--- config.mk ---
export PLATFORM = sky130hd
export DESIGN_NAME = reverb_tap_mac
export DESIGN_NICKNAME = d
export VERILOG_FILES = /design/src/rtl/reverb_tap_mac_pkg.sv /design/src/rtl/reverb_tap_mac_tap_multiplier.sv /design/src/rtl/reverb_tap_mac.sv
export SDC_FILE = /design/constraint.sdc
export NUM_CORES = 1
export LEC_CHECK = 0
export ABC_AREA = 1
export BUFFER_PORTS_ARGS = -buffer_cell sky130_fd_sc_hd__clkbuf_2
export CAP_MARGIN = 15
export CORE_AREA = 2 2 197 199
export CTS_BUF_LIST = sky130_fd_sc_hd__clkbuf_4 sky130_fd_sc_hd__clkbuf_8
export CTS_CLUSTER_SIZE = 20
export DETAILED_ROUTE_END_ITERATION = 10
export DIE_AREA = 0 0 199 201
export GPL_TIMING_DRIVEN = 1
export HOLD_SLACK_MARGIN = 0.12
export SETUP_SLACK_MARGIN = 0.2
export SYNTH_ARGS = -nofsm -noshare
export SYNTH_HDL_FRONTEND = slang
export SYNTH_HIERARCHICAL = 1
export SYNTH_SLANG_ARGS = --single-unit
--- constraint.sdc ---
create_clock -name clk -period 5.5 [get_ports clk]
set_clock_uncertainty 0.1 [all_clocks]
set_input_delay 0.825 -clock clk [delete_from_list [all_inputs] [get_ports clk]]
set_output_delay 0.825 -clock clk [all_outputs]
set_load 0.02 [all_outputs]
--- src/rtl/reverb_tap_mac_pkg.sv ---
// Shared constants for the reverb convolution path: impulse-word layout, MAC
// state encoding and output scaling. The memory controller imports the field positions.
package reverb_tap_mac_pkg;
  localparam int NEG_BIT     = 8;
  localparam int MULT_MSB    = 7;
  localparam int TOP_OFF_MSB = 15;
  localparam int TOP_OFF_LSB = 13;
  localparam int BOT_OFF_MSB = 12;
  localparam int BOT_OFF_LSB = 9;
  localparam int OUT_SHIFT   = 8;
  localparam int PROD_W      = 25;

  typedef enum logic [1:0] {
    ST_IDLE,
    ST_WAIT_IMP,
    ST_WAIT_SAMP,
    ST_DRAIN
  } state_t;
endpackage

--- src/rtl/reverb_tap_mac_tap_multiplier.sv ---
// Registered signed-sample x unsigned-weight multiply with optional negate.
// The result appears one cycle after in_vld.
module tap_multiplier
  import reverb_tap_mac_pkg::*;
(
  input  logic                     clk,
  input  logic                     rst,
  input  logic                     in_vld,
  input  logic signed [15:0]       sample,
  input  logic [MULT_MSB:0]        mult,
  input  logic                     neg,
  output logic                     out_vld,
  output logic signed [PROD_W-1:0] prod
);
  logic signed [PROD_W-1:0] s_ext, m_ext, raw;

  assign s_ext = {{(PROD_W-16){sample[15]}}, sample};
  assign m_ext = {{(PROD_W-MULT_MSB-1){1'b0}}, mult};
  assign raw   = s_ext * m_ext;

  always_ff @(posedge clk or posedge rst) begin
    if (rst) begin
      out_vld <= 1'b0;
      prod    <= '0;
    end else begin
      out_vld <= in_vld;
      if (in_vld) prod <= neg ? -raw : raw;
    end
  end
endmodule

--- src/rtl/reverb_tap_mac.sv ---
// Convolution MAC: pairs impulse words with delayed samples, accumulates saturating
// weighted taps, and emits one saturated 16-bit reverb sample per frame.
module reverb_tap_mac
  import reverb_tap_mac_pkg::*;
#(
  parameter int ACC_WIDTH = 32,
  parameter int TAP_BITS  = 11
) (
  input  logic                clk,
  input  logic                rst,
  input  logic                frame_start,
  input  logic [TAP_BITS-1:0] tap_count,
  input  logic                word_valid,
  input  logic                word_is_impulse,
  input  logic [15:0]         word_data,
  output logic [15:0]         sample_out,
  output logic                sample_valid,
  output logic                busy,
  output logic                seq_err,
  output logic                overrun
);
  state_t                     state;
  logic [TAP_BITS-1:0]        tc_lat, tap_cnt;
  logic                       neg_lat, flush;
  logic [MULT_MSB:0]          mult_lat;
  logic                       prod_vld;
  logic signed [PROD_W-1:0]   prod;
  logic signed [ACC_WIDTH-1:0] acc, acc_sum, shifted;
  logic signed [ACC_WIDTH:0]  acc_ext, prod_ext, wide;
  logic                       imp_ok, samp_ok, last_tap, drain_emit, emit, out_fits;
  logic [15:0]                out_sat;

  assign imp_ok     = word_valid &&  word_is_impulse && state == ST_WAIT_IMP;
  assign samp_ok    = word_valid && !word_is_impulse && state == ST_WAIT_SAMP;
  assign last_tap   = (tap_cnt + 1'b1) == tc_lat;
  // flush carries the tail of a frame cut short by frame_start; it outranks DRAIN
  assign drain_emit = state == ST_DRAIN && !prod_vld && !flush;
  assign emit       = flush || drain_emit;

  tap_multiplier u_mul (
    .clk     (clk),
    .rst     (rst),
    .in_vld  (samp_ok),
    .sample  (word_data),
    .mult    (mult_lat),
    .neg     (neg_lat),
    .out_vld (prod_vld),
    .prod    (prod)
  );

  assign acc_ext  = {acc[ACC_WIDTH-1], acc};
  assign prod_ext = prod_vld ? {{(ACC_WIDTH+1-PROD_W){prod[PROD_W-1]}}, prod} : '0;
  assign wide     = acc_ext + prod_ext;
  assign acc_sum  = (wide[ACC_WIDTH] == wide[ACC_WIDTH-1]) ? wide[ACC_WIDTH-1:0] :
                    wide[ACC_WIDTH] ? {1'b1, {(ACC_WIDTH-1){1'b0}}} :
                                      {1'b0, {(ACC_WIDTH-1){1'b1}}};

  assign shifted  = acc_sum >>> OUT_SHIFT;
  assign out_fits = (shifted[ACC_WIDTH-1:15] == '0) || (&shifted[ACC_WIDTH-1:15]);
  assign out_sat  = out_fits ? shifted[15:0] : (shifted[ACC_WIDTH-1] ? 16'h8000 : 16'h7FFF);

  always_ff @(posedge clk or posedge rst) begin
    if (rst) begin
      state        <= ST_IDLE;
      tc_lat       <= '0;
      tap_cnt      <= '0;
      neg_lat      <= 1'b0;
      mult_lat     <= '0;
      acc          <= '0;
      flush        <= 1'b0;
      sample_out   <= '0;
      sample_valid <= 1'b0;
      busy         <= 1'b0;
      seq_err      <= 1'b0;
      overrun      <= 1'b0;
    end else begin
      sample_valid <= emit;
      if (emit) sample_out <= out_sat;
      seq_err <= word_valid && ((state == ST_WAIT_IMP  && !word_is_impulse) ||
                                (state == ST_WAIT_SAMP &&  word_is_impulse));
      overrun <= frame_start && state != ST_IDLE;
      busy    <= frame_start || flush || state != ST_IDLE;
      flush   <= frame_start && state != ST_IDLE && !drain_emit;
      // an overrun keeps accumulating so the old frame's in-flight product lands before the flush
      if (emit || (frame_start && state == ST_IDLE)) acc <= '0;
      else                                           acc <= acc_sum;
      if (imp_ok) begin
        neg_lat  <= word_data[NEG_BIT];
        mult_lat <= word_data[MULT_MSB:0];
      end
      case (state)
        ST_WAIT_IMP:  if (imp_ok) state <= ST_WAIT_SAMP;
        ST_WAIT_SAMP: if (samp_ok) begin
          tap_cnt <= tap_cnt + 1'b1;
          state   <= last_tap ? ST_DRAIN : ST_WAIT_IMP;
        end
        ST_DRAIN:     if (drain_emit) state <= ST_IDLE;
        default: ;
      endcase
      if (frame_start) begin
        tc_lat  <= tap_count;
        tap_cnt <= '0;
        state   <= (tap_count == '0) ? ST_DRAIN : ST_WAIT_IMP;
      end
    end
  end
endmodule
==> reports/metrics.yaml <==
outcome:
  status: "finished, final reports clean"
floorplan:
  start_util_pct: 34.4
  die_h_um: 201
  fp.dieW_um: 199
  core-area_um2: 38100
  boundaryPins: 52
  die_area_um2: 40000
  num_rows: 72
detailed_routing:
  drcViolationCount: 0
  vias: 11200
  drt_pass1_iterations: 5
  post_drt_wl_per_cell_um: 13.0
  first_iter_violations: 639
  final_antenna_net_count: 0
  drt-vias-per-instance: 4.57
  routed_wirelength_mm: 31.8
timing:
  whs_ns: 0.397
  rsz0062_at_grt: "false"
  max_slew_margin_pct: 34.3
  fin_crit_sh_pct: 91.0
  worst_pin_slew_ns: 0.985
  setup_violations: 0
  totalNegativeSetupSlack_ns: 0
  fmax_mhz: 200
  post-route-min-period_ns: 5.01
  drv_slew: 0
  hold_violations: 0
cells_and_area:
  layout-drive-gt1-share_pct: 11.0
  fillers: 4063
  final_net_count: 2150
  insertedDiodeCount: 0
  area_delta_synth_final_pct: 8.06
  finish.instance_area_um2: 14200
  fin_cells: 2454
  multi_input_area_um2: 8430
  seq_area_um2: 2820
synthesis:
  ys_top_cells_by_count: "nand2_1, inv_1, nor2_1"
  yosys.area.top_type_share_pct: 21.4
  async_reset_ff_share_pct: 100
  synth_ff_type: "dfrtp_1"
  yosys.area.top_type: "dfrtp_1"
  synth-compound-area-share_pct: 7.53
  ys_seq_elements: 112
  syn_area_um2: 13100
  synthXorXnorAreaFrac_pct: 3.66
  syn_nets: 2119
  synthCells: 1900
  yosys_warnings: 6
  ys_seq_area_share_pct: 21.4
  synth_top_family_by_area: "simple AND/OR/NAND/NOR gates"
  synth_edf_count: 0
  synth_simple_gate_area_share_pct: 28.2
  syn_avg_cell_area_um2: 6.91
  yosys.area_share.adder_pct: 23.7
  synth_cell_types: 51
  yosys-top-cells-area: "dfrtp_1, nand2_1, fa_1"
  muxShareOfSynthArea_pct: 0.772
  synthMostInstantiatedCell: "nand2_1"
cts:
  path_clk_slew_ns: 0.13
  cts_tree: "built"
  htreeDepth: 3
  clk_path_buf_depth: 2
  clock_latency_ns: 0.41
  numCtsBuffers: 9
  cts_root_buf: "clkbuf_8"
  clkSinkCount: 112
global_routing:
  grt_use_total_pct: 16.5
  grt-ovfl-total: 0
  grt_max_degree: 50
  grt_pass1_vias: 11300
  antenna_found_initial: 0
  grt_pass1_wl_mm: 53.8
placed_design:
  dp_hpwl_mm: 25.9
  post_dp_cell_area_um2: 13800
  place_inst: 2428
  io_buffers: 51
  gp_congestion: 0.916
setup_path:
  critPathLaunchType: "flop"
  crit_required_ns: 5.70
  critPathCaptureType: "flop"
  worst-path-max-fanout: 8
  r2r_end: "u_mul/prod[14]"
  reg2regPathDepth: 27
  arrival_ns: 5.20
  r2r-start: "mult_lat[2]"
  path_class: "reg -> reg"
  rrSetupSlack_ns: 0.49
hold_path:
  hold_class: "reg -> reg"
  min_from: "u_mul/prod[13]"
  min_path_cells: 2
  hold_end: "u_mul/prod[13]"
flow_run:
  maxCapViolCount: 0
## stage by stage
stage,worst slack (ns),utilization (%)
floorplan,0.356,-
global placement,0.0264,36.3
detailed placement,-0.0265,36.3
CTS,0.330,36.8
global route,0.191,37.2
finish,0.495,37.2
## sequential cells by signal, indices dropped and copies added (netlist names)
register and count:
state 2, tap_cnt 11, sample_out 16, seq_err 1, neg_lat 1, u_mul/prod 25, acc 32, tc_lat 11
sample_valid 1, flush 1, busy 1, u_mul/out_vld 1, overrun 1, mult_lat 8
## critical path, stage by stage, from the launching register on
cell     delay [ns]
dfrtp_4        0.57
buf_6          0.17
buf_4          0.14
nand2_1        0.05
inv_1          0.05
fa_1           0.43
ha_1           0.29
ha_1           0.28
inv_1          0.05
fa_1           0.46
inv_1          0.07
ha_1           0.18
inv_1          0.08
fa_1           0.39
inv_1          0.11
nand3_2        0.10
nor2_2         0.20
inv_2          0.06
nand2_1        0.13
nand2_1        0.08
nand2_2        0.12
nor2_2         0.07
nand2_1        0.11
nor3_1         0.07
or2_1          0.22
or2_0          0.19
nand3_1        0.06
nand2_1        0.05
## timing repair
| item | in CTS | in global routing |
|---|---|---|
| hold buffers | 0 | 0 |
| endpoints found under the hold margin | 0 | 0 |
| pin swaps | 0 | 2 |
| setup endpoints to repair | 7 | 11 |
| resized for setup | 1 | 25 |
| buffers inserted | 0 | 10 |
## kinds of logic (layout without fill, tap and decap cells)
family,Yosys count,count (layout)
muxes,9,9
adders and majority gates,187,187
xor gates and xnor gates,54,54
AOI/OAI and AO/OA,163,163
and+or+nand+nor,881,881
DFF,112,112
buffers and inverters,494,530
## how the worst max path moves through the flow
stage                     depth (start not counted)    startpoint             end  slack, ns
after floorplan                                  23  word_data[7]  u_mul/prod[23]       0.36
after global placement                           24  word_data[4]  u_mul/prod[22]       0.03
after detailed placement                         24  word_data[6]  u_mul/prod[22]      -0.03
after CTS                                        23   mult_lat[1]  u_mul/prod[22]       0.33
after global routing                             25  word_data[5]  u_mul/prod[22]       0.19
final                                            27   mult_lat[2]  u_mul/prod[14]       0.49
## final cells by class
type,count,share of cell area (%)
multi-input cells,1294,59.4
flip-flops and latches,112,19.8
clock buffers,9,0.873
repair buffers,73,3.10
clock inverters,7,0.512
inverters,441,11.7
well taps,518,4.57
## per-layer routing
layer	GRT usage [%]	wire length [um]	up-vias
li1	-	-	5732
met1	21.4	14600	5262
met2	29.1	15500	185
met3	1.56	951	47
met4	4.93	728	0
met5	0	0	-
## layout by cell type (no fill, tap or decap), types with 7 or more instances in the layout
master / instances
nand4_1: 15
a31oi_1: 7
fa_1: 102
mux2_2: 9
clkbuf_2: 48
a21oi_2: 17
nor3_1: 12
dfrtp_1: 104
dfrtp_2: 7
clkbuf_8: 9
o21ai_0: 57
nor2_1: 135
o21bai_1: 8
nand2_2: 38
buf_4: 18
ha_1: 83
xnor2_1: 19
nor2_2: 9
xor2_1: 34
inv_1: 424
nand2_1: 565
nand3_1: 74
inv_2: 16
nand3_2: 8
a21oi_1: 52
Power is not shown: default switching activity piles up to over one toggle a cycle in this logic, so the estimate is an artifact.
